`src/rtl/seq_detector_pkg.sv`:
```
// rtl/seq_detector_pkg.sv - shared types and helpers for the programmable sequence detector
package seq_detector_pkg;

  typedef enum logic [1:0] {
    UNCFG = 2'b00,
    FILL  = 2'b01,
    RUN   = 2'b10
  } seqdet_state_t;

  // Width needed to hold a pattern length in the range 0..max_len.
  function automatic int len_width(input int max_len);
    return $clog2(max_len + 1);
  endfunction

endpackage

```
`src/rtl/seqdet_match_counter.sv`:
```
// rtl/seqdet_match_counter.sv - saturating match counter with synchronous clear
module seqdet_match_counter #(
  parameter int CNT_W = 16
) (
  input  logic             clk,
  input  logic             reset,
  input  logic             clr,
  input  logic             inc,
  output logic [CNT_W-1:0] count
);

  logic [CNT_W-1:0] cnt_q;
  logic [CNT_W-1:0] cnt_d;

  // Clear wins over a coincident increment; the count sticks at all-ones.
  always_comb begin
    cnt_d = cnt_q;
    if (clr) begin
      cnt_d = '0;
    end else if (inc && (cnt_q != {CNT_W{1'b1}})) begin
      cnt_d = cnt_q + CNT_W'(1);
    end
  end

  always_ff @(posedge clk) begin
    if (reset) begin
      cnt_q <= '0;
    end else begin
      cnt_q <= cnt_d;
    end
  end

  assign count = cnt_q;

endmodule

```
`src/rtl/seq_detector_prog.sv`:
```
// rtl/seq_detector_prog.sv - runtime-programmable serial pattern detector
// Optional saturating match counter enabled by defining SEQDET_MATCH_CNT_EN.
module seq_detector_prog
  import seq_detector_pkg::*;
#(
  parameter int  MAX_LEN = 8,
  parameter int  CNT_W   = 16,
  localparam int LEN_W   = len_width(MAX_LEN)
) (
  input  logic               clk,
  input  logic               reset,
  input  logic               cfg_load,
  input  logic [MAX_LEN-1:0] cfg_pattern,
  input  logic [LEN_W-1:0]   cfg_len,
  input  logic               cfg_overlap,
  input  logic               in_valid,
  input  logic               in_bit,
  output logic               match,
  output logic               cfg_err,
  output logic [1:0]         state
`ifdef SEQDET_MATCH_CNT_EN
  ,
  output logic [CNT_W-1:0]   match_count,
  input  logic               count_clr
`endif
);

  localparam logic [LEN_W-1:0] MAX_LEN_L = LEN_W'(MAX_LEN);

  if ((MAX_LEN < 2) || (CNT_W < 1)) begin : g_param_check
    $error("seq_detector_prog: MAX_LEN must be >= 2 and CNT_W >= 1");
  end

  seqdet_state_t      state_q, state_d;
  logic [MAX_LEN-1:0] hist_q, hist_d;
  logic [LEN_W-1:0]   fill_q, fill_d;
  logic [MAX_LEN-1:0] pattern_q, pattern_d;
  logic [LEN_W-1:0]   len_q, len_d;
  logic               overlap_q, overlap_d;
  logic               match_q, match_d;
  logic               cfg_err_q, cfg_err_d;

  logic [MAX_LEN-1:0] mask;
  logic [MAX_LEN-1:0] hist_n;
  logic [LEN_W-1:0]   fill_n;
  logic               cfg_len_ok;
  logic               hit;

  always_comb begin
    mask = '0;
    for (int i = 0; i < MAX_LEN; i++) begin
      mask[i] = (LEN_W'(i) < len_q);
    end
  end

  assign hist_n     = {hist_q[MAX_LEN-2:0], in_bit};
  assign fill_n     = (fill_q >= len_q) ? len_q : fill_q + LEN_W'(1);
  assign cfg_len_ok = (cfg_len != '0) && (cfg_len <= MAX_LEN_L);

  always_comb begin
    state_d   = state_q;
    hist_d    = hist_q;
    fill_d    = fill_q;
    pattern_d = pattern_q;
    len_d     = len_q;
    overlap_d = overlap_q;
    match_d   = 1'b0;
    cfg_err_d = 1'b0;
    hit       = 1'b0;

    // A config load takes the cycle; any coincident data bit is dropped.
    if (cfg_load) begin
      hist_d = '0;
      fill_d = '0;
      if (cfg_len_ok) begin
        pattern_d = cfg_pattern;
        len_d     = cfg_len;
        overlap_d = cfg_overlap;
        state_d   = FILL;
      end else begin
        pattern_d = '0;
        len_d     = '0;
        overlap_d = 1'b0;
        cfg_err_d = 1'b1;
        state_d   = UNCFG;
      end
    end else if (in_valid && (state_q != UNCFG)) begin
      hit     = (fill_n == len_q) && ((hist_n & mask) == (pattern_q & mask));
      match_d = hit;
      // Non-overlap restarts collection so the next match needs len fresh bits.
      if (hit && !overlap_q) begin
        hist_d  = '0;
        fill_d  = '0;
        state_d = FILL;
      end else begin
        hist_d  = hist_n;
        fill_d  = fill_n;
        state_d = (fill_n == len_q) ? RUN : FILL;
      end
    end
  end

  always_ff @(posedge clk) begin
    if (reset) begin
      state_q   <= UNCFG;
      hist_q    <= '0;
      fill_q    <= '0;
      pattern_q <= '0;
      len_q     <= '0;
      overlap_q <= 1'b0;
      match_q   <= 1'b0;
      cfg_err_q <= 1'b0;
    end else begin
      state_q   <= state_d;
      hist_q    <= hist_d;
      fill_q    <= fill_d;
      pattern_q <= pattern_d;
      len_q     <= len_d;
      overlap_q <= overlap_d;
      match_q   <= match_d;
      cfg_err_q <= cfg_err_d;
    end
  end

  assign match   = match_q;
  assign cfg_err = cfg_err_q;
  assign state   = state_q;

`ifdef SEQDET_MATCH_CNT_EN
  seqdet_match_counter #(
    .CNT_W (CNT_W)
  ) u_match_counter (
    .clk   (clk),
    .reset (reset),
    .clr   (count_clr),
    .inc   (hit),
    .count (match_count)
  );
`endif

endmodule

```
`config.mk`:
```
export PLATFORM = sky130hd
export DESIGN_NAME = seq_detector_prog
export DESIGN_NICKNAME = d
export VERILOG_FILES = /design/src/rtl/seq_detector_pkg.sv /design/src/rtl/seqdet_match_counter.sv /design/src/rtl/seq_detector_prog.sv
export SDC_FILE = /design/constraint.sdc
export NUM_CORES = 1
export LEC_CHECK = 0
export BUFFER_PORTS_ARGS = -buffer_cell sky130_fd_sc_hd__buf_2
export CAP_MARGIN = 20
export CORE_ASPECT_RATIO = 1.5
export CORE_MARGIN = 5
export CORE_UTILIZATION = 45
export CTS_BUF_LIST = sky130_fd_sc_hd__clkbuf_4
export DETAILED_ROUTE_END_ITERATION = 16
export GPL_TIMING_DRIVEN = 0
export MAX_ROUTING_LAYER = met4
export PLACE_DENSITY = 0.67
export SYNTH_ARGS = -nofsm -noshare
export SYNTH_HDL_FRONTEND = slang
export SYNTH_SLANG_ARGS = --single-unit
```
`constraint.sdc`:
```
create_clock -name clk -period 2.8 [get_ports clk]
set_input_delay 0.7 -clock clk [delete_from_list [all_inputs] [get_ports clk]]
set_output_delay 0.7 -clock clk [all_outputs]
set_load 0.02 [all_outputs]
```
### Word-level counts from Yosys, hierarchy flattened

Index checks and enable logic that the tools add are counted.

| word-level totals | value |
|---|---|
| register bits after elaboration | 28 |
| latch bits | 0 |
| memory bits (writable) | 0 |
| bits in read-only memories | 0 |
| input port bits | 18 |
| output and inout bits | 4 |
| word-level logic and storage cells | 48 |
| memories kept | 0 |

| cells by class | value |
|---|---|
| add/sub/neg operators | 1 |
| multipliers | 0 |
| divide/modulo/power cells | 0 |
| magnitude comparators | 10 |
| eq/ne operators | 2 |
| shifts and indexed selects | 0 |
| mux-type cells | 12 |
| bitwise gates (word level) | 4 |
| reduce and logical (&&, ||, !) cells | 11 |

Operators with widths:

| operator | number |
|---|---|
| 8-bit AND | 2 |
| 3-bit by 4-bit < comparator with 1-bit output (first input constant) | 4 |
| 4-bit 2-to-1 mux | 3 |
| 8-bit == test | 1 |
| 1-bit by 4-bit < comparator with 1-bit output (first input constant) | 2 |
| 2-bit by 4-bit < comparator with 1-bit output (first input constant) | 2 |
| 2-bit 2-to-1 mux | 4 |
| 8-bit 2-to-1 mux | 1 |
| 7-bit 2-to-1 mux | 1 |
| 4-bit by 1-bit adder with 4-bit output (second input constant) | 1 |
| 4-bit == test | 1 |
| 4-bit >= comparator | 1 |
| 4-bit less-or-equal comparator (second input constant) | 1 |
| 1-bit logical AND | 4 |
| 2-bit nonzero test | 2 |
| 4-bit nonzero test | 1 |
| 2-bit OR reduction | 2 |
| 1-bit 2-to-1 mux | 3 |
| 3-bit OR reduction | 1 |
| 1-bit inverter | 2 |
| 1-bit zero test | 1 |

### Longest topological paths before layout

| depth | value |
|---|---|
| depth in word-level cells | 8 |
| depth in mapped cells | 9 |

### Least setup slack after synthesis

OpenSTA, ideal clock, no wires.

| path | value |
|---|---|
| path kind | reg-to-reg |
| start | reg fill_q[0] |
| end | reg state_q[1] (netlist: state[1]) |
| arrival time | 1940 ps |
| path slack | 742 ps |
| cell stages (with the launch flop) | 9 |
| cell sequence | dfxtp_1 -> inv_1 -> ha_1 -> nand2b_1 -> a21o_1 -> a211o_1 -> a21oi_2 -> o21ba_1 -> a32o_1 |

| on the way | value |
|---|---|
| word-level cells in the longest chain between the ends | 8 |

RTL lines:

| what | line | source |
|---|---|---|
| start, declared | seq_detector_prog.sv:36 | `logic [LEN_W-1:0] fill_q, fill_d;` |
| start signal, assigned | seq_detector_prog.sv:116 | `fill_q <= fill_d;` |
| 4-bit by 1-bit adder with 4-bit output / 4-bit >= comparator (equally long branches) | seq_detector_prog.sv:57 | `assign fill_n = (fill_q >= len_q) ? len_q : fill_q + LEN_W'(1);` |
| 4-bit 2-to-1 mux (*) | seq_detector_prog.sv:57 |  |
| 4-bit == test (*) | seq_detector_prog.sv:88, seq_detector_prog.sv:98 |  |
| 1-bit logical AND | seq_detector_prog.sv:88 | `hit = (fill_n == len_q) && ((hist_n & mask) == (pattern_q & mask));` |
| 1-bit logical AND | seq_detector_prog.sv:91 | `if (hit && !overlap_q) begin` |
| 2-bit 2-to-1 mux (*) | seq_detector_prog.sv:91 |  |
| 2-bit 2-to-1 mux (*) | seq_detector_prog.sv:87 | `end else if (in_valid && (state_q != UNCFG)) begin` |
| 2-bit 2-to-1 mux (*) | seq_detector_prog.sv:72 | `if (cfg_load) begin` |
| end signal, assigned | seq_detector_prog.sv:114 | `state_q <= state_d;` |
| end, declared | seq_detector_prog.sv:34 | `seqdet_state_t state_q, state_d;` |

Mark *: on every way between the ends. The rest lies on a longest branch, timed or not. The select of a mux whose other input is x is not followed.
A chain may end at the register's enable or synchronous reset.

### Worst setup path in the final report

| path | value |
|---|---|
| start | reg len_q[0] |
| end | reg fill_q[3] |

| on the way | value |
|---|---|
| word-level cells in the longest chain between the ends | 6 |

RTL lines:

| what | line | source |
|---|---|---|
| start, declared | seq_detector_prog.sv:38 | `logic [LEN_W-1:0] len_q, len_d;` |
| start signal, assigned | seq_detector_prog.sv:118 | `len_q <= len_d;` |
| 1-bit by 4-bit < comparator with 1-bit output, or another cell as far along | seq_detector_prog.sv:52 | `mask[i] = (LEN_W'(i) < len_q);` |
| 8-bit AND / 4-bit 2-to-1 mux (equally long branches) | seq_detector_prog.sv:88, seq_detector_prog.sv:57 |  |
| 8-bit == test / 4-bit == test (equally long branches) | seq_detector_prog.sv:88 |  |
| 1-bit logical AND | seq_detector_prog.sv:88 |  |
| 1-bit logical AND | seq_detector_prog.sv:91 |  |
| 4-bit 2-to-1 mux (*) | seq_detector_prog.sv:91 |  |

Mark *: on every way between the ends. The rest lies on a longest branch, timed or not.

==> impl_metrics.py <==
metrics = {
    "sta": {
        "final_max_slew_viol_count": 0,
        "slew_headroom_pct": 51.1,
        "min_period_over_period_pct": 81.5,
        "hold_ws_ns": 0.481,
        "tightest_slew_ns": 0.727,
        "post-route-min-period_ns": 2.28,
        "timing.clock.skew_ns": 0.00957,
        "max_freq_mhz": 438,
        "rsz0062_at_grt": "no",
        "hold_viol": 0,
        "sum_neg_setup_slack_ns": 0,
        "timing.final.setup_violations": 0,
    },
    "clocking": {
        "number_of_clock_sinks": 28,
        "cell_at_the_root_of_the_clock_tree": "sky130_fd_sc_hd__clkbuf_4",
        "worst_skew_pair.late_latency_ns": 0.33,
        "tritoncts_clock_tree": "done",
        "clk_pin_slew_worst_paths_ns": 0.15,
        "clock_tree.buffer_depth": 2,
        "tritoncts.num_buffers": 3,
        "cts_resized": 0,
        "cts_setup_buffers": 0,
        "hold_buffer_count_at_cts": 0,
        "h_tree_level_count": 1,
    },
    "worst_setup_path": {
        "cp_max_fo": 10,
        "cp.arrival_ns": 2.55,
        "worst_setup_path_type": "reg -> reg",
        "timing.critical_path.from_type": "flip-flop",
        "worstPathRequired_ns": 3.07,
        "endpoint_kind": "flip-flop",
    },
    "synthesis": {
        "yosysWarningCount": 0,
        "synthDistinctLibCells": 36,
        "netlist_area_before_placement_sq_mm": 0.00139,
        "cells_after_synth": 151,
        "yosys_register_bits": 28,
        "synth_area_per_cell_sq_um": 9.19,
        "synth_sequential_area_ratio_pct": 40.4,
        "syn-num-nets": 174,
    },
    "finish": {
        "area.growth.synth_to_final_pct": 14.5,
        "nets": 199,
        "nFillCells": 299,
        "antenna_cell_count": 0,
        "most_common_cell_after_layout_fill_and_taps_aside": "sky130_fd_sc_hd__dfxtp_1",
        "mostFrequentLayoutCells": "sky130_fd_sc_hd__dfxtp_1 (28), sky130_fd_sc_hd__buf_2 (20), sky130_fd_sc_hd__nand2_1 (16)",
        "layout_cell_share_with_drive_strength_beyond_1_pct": 17.1,
        "multi_input_comb_area_sq_um": 752,
        "sequential_cell_area_sq_um": 561,
    },
    "detailed_routing": {
        "drt_iter0_markers": 32,
        "routedWlPerCell_microns": 14.1,
        "first_pass_iters": 4,
        "drt_drc_violations_left": 0,
        "vias_per_cell": 5.56,
        "dr_total_vias": 1190,
        "drtAntennaViolNets": 0,
        "route.final.wire_length_mm": 3.01,
    },
    "die": {
        "core_area_sq_mm": 0.00294,
        "total_die_area_sq_mm": 0.00432,
        "die_h_microns": 78.0,
        "rows": 24,
        "boundaryPins": 22,
        "chipWidth_microns": 55.3,
        "initial_core_util_pct": 47.2,
    },
    "global_routing": {
        "grt_use_total_pct": 14.8,
        "grt_pass1_wl_mm": 5.11,
        "antenna_found_initial": 0,
        "first_global_vias": 1240,
        "grt_remaining_overflow": 0,
        "grt_max_degree": 17,
    },
    "placement": {
        "detailed_placer_s_ending_hpwl_mm": 2.30,
        "gp_routability_congestion": 0.783,
        "placement.io_buffers": 20,
    },
    "min_path": {
        "worstHoldPathType": "reg -> reg",
    },
    "pwr": {
        "ir_worst_vdd_mv": 0.358,
        "power.density_cell_area_mw_per_mm2": 487,
        "cellLeakagePower_nw": 0.672,
    },
    "run": {
        "cap_violations": 0,
    },
    "outcome": {
        "status": "finished, final reports clean",
    },
}
-- report_power, final --
part / total (mW) / internal, mW / leakage, nW / switching (mW)
clock: 0.264 / 0.145 / 0.0279 / 0.119
combinational: 0.0895 / 0.0399 / 0.417 / 0.0497
sequential: 0.420 / 0.409 / 0.227 / 0.0114
-- metrics by stage --
| step | power [mW] | area, sq um | worst slack, ns | cells | util [%] |
|---|---|---|---|---|---|
| 2_1_floorplan | 0.488 | 1390 | 0.742 | 151 | - |
| 3_3_place_gp | 0.515 | 1540 | 0.556 | 210 | 52.2 |
| 3_5_place_dp | 0.519 | 1540 | 0.548 | 210 | 52.2 |
| 4_1_cts | 0.781 | 1590 | 0.508 | 214 | 54.0 |
| 5_1_grt | 0.807 | 1590 | 0.401 | 214 | 54.0 |
| 6_report | 0.774 | 1590 | 0.517 | 214 | 54.0 |
-- routing by layer --
metal | part of all wire, % | GRT usage [%] | vias up | wire length (microns)
li1 | - | - | 583 | -
met2 | 56 | 29.7 | 17 | 1680
met1 | 40 | 14.5 | 586 | 1210
met4 | 1.1 | 4.38 | 0 | 33
met5 | 0 | - | - | 0
met3 | 2.9 | 1.64 | 4 | 86
-- critical path: stages, from the launching register on --
cell and delay, ns:
sky130_fd_sc_hd__dfxtp_1 0.55, sky130_fd_sc_hd__ha_1 0.29, sky130_fd_sc_hd__nand2b_1 0.14, sky130_fd_sc_hd__a21o_1 0.17
sky130_fd_sc_hd__a211o_1 0.32, sky130_fd_sc_hd__a21oi_2 0.28, sky130_fd_sc_hd__o31ai_4 0.09, sky130_fd_sc_hd__buf_6 0.19
sky130_fd_sc_hd__o211ai_1 0.17
-- path summary, 6_finish.rpt --
path                                             start                      to  slack [ns]  cells after the start
worst max-delay path             len_q[0]$_SDFFE_PP0P_  fill_q[3]$_SDFFE_PP0P_        0.52                      8
worst min-delay path            hist_q[6]$_SDFFE_PP0P_  hist_q[6]$_SDFFE_PP0P_        0.48                      2
worst max register to register   len_q[0]$_SDFFE_PP0P_  fill_q[3]$_SDFFE_PP0P_        0.52                      8
worst min register to register  hist_q[6]$_SDFFE_PP0P_  hist_q[6]$_SDFFE_PP0P_        0.48                      2
-- final cells by class --
class | count | share of cell area (%)
clock buffers | 3 | 1.42
well taps | 39 | 3.07
plain buffers | 6 | 1.89
clock inverters | 1 | 1.89
multi-input cells | 105 | 47.3
inverters | 12 | 2.83
flip-flops and latches | 28 | 35.3
repair buffers | 20 | 6.30
-- sequential cells by signal, indices dropped and copies added (netlist names) --
signal     cells
pattern_q      8
hist_q         7
fill_q         4
len_q          4
state          2
cfg_err        1
match          1
overlap_q      1
-- kinds of logic after synthesis --
group / Yosys count / synth area share [%]
AO/OA/AOI/OAI: 39 / 22.3
XOR/XNOR: 15 / 9.47
adder cells (fa/ha/maj): 5 / 4.51
buffers and inverters: 18 / 5.41
flip-flops: 28 / 40.4
multiplexers: 4 / 2.89
AND/OR/NAND/NOR: 42 / 15.1
-- cells in the mapped netlist --
library cell / n / share of area [%]
sky130_fd_sc_hd__xnor2_1: 6 / 3.8
sky130_fd_sc_hd__o221ai_2: 1 / 1.1
sky130_fd_sc_hd__o311ai_1: 2 / 1.3
sky130_fd_sc_hd__a32o_1: 1 / 0.72
sky130_fd_sc_hd__o211ai_1: 2 / 1.1
sky130_fd_sc_hd__buf_6: 1 / 0.81
sky130_fd_sc_hd__and3b_1: 1 / 0.63
sky130_fd_sc_hd__a222oi_1: 1 / 0.72
sky130_fd_sc_hd__or3_1: 1 / 0.45
sky130_fd_sc_hd__nand2b_1: 3 / 1.4
sky130_fd_sc_hd__xor2_1: 9 / 5.7
sky130_fd_sc_hd__inv_1: 12 / 3.2
sky130_fd_sc_hd__o21ba_1: 1 / 0.72
sky130_fd_sc_hd__a211o_1: 1 / 0.63
sky130_fd_sc_hd__o22ai_1: 1 / 0.45
sky130_fd_sc_hd__nor3b_1: 3 / 1.6
sky130_fd_sc_hd__ha_1: 5 / 4.5
sky130_fd_sc_hd__mux2i_1: 4 / 2.9
sky130_fd_sc_hd__nand2_1: 16 / 4.3
sky130_fd_sc_hd__or2_2: 1 / 0.45
sky130_fd_sc_hd__nand3_1: 3 / 1.1
sky130_fd_sc_hd__a22o_1: 11 / 6.9
sky130_fd_sc_hd__nor4_1: 2 / 0.90
sky130_fd_sc_hd__and3_1: 1 / 0.45
sky130_fd_sc_hd__a211oi_2: 1 / 0.90
sky130_fd_sc_hd__o31ai_4: 1 / 1.5
sky130_fd_sc_hd__a21oi_1: 5 / 1.8
sky130_fd_sc_hd__a21o_1: 1 / 0.54
sky130_fd_sc_hd__nor2_1: 5 / 1.4
sky130_fd_sc_hd__nor2b_1: 1 / 0.45
sky130_fd_sc_hd__a21oi_2: 1 / 0.63
sky130_fd_sc_hd__dfxtp_1: 28 / 40
sky130_fd_sc_hd__nand3b_1: 1 / 0.54
sky130_fd_sc_hd__o21ai_1: 9 / 3.2
sky130_fd_sc_hd__nor3_1: 4 / 1.4
sky130_fd_sc_hd__clkbuf_1: 5 / 1.4
Note: power is estimated with default switching activity, not from simulation.
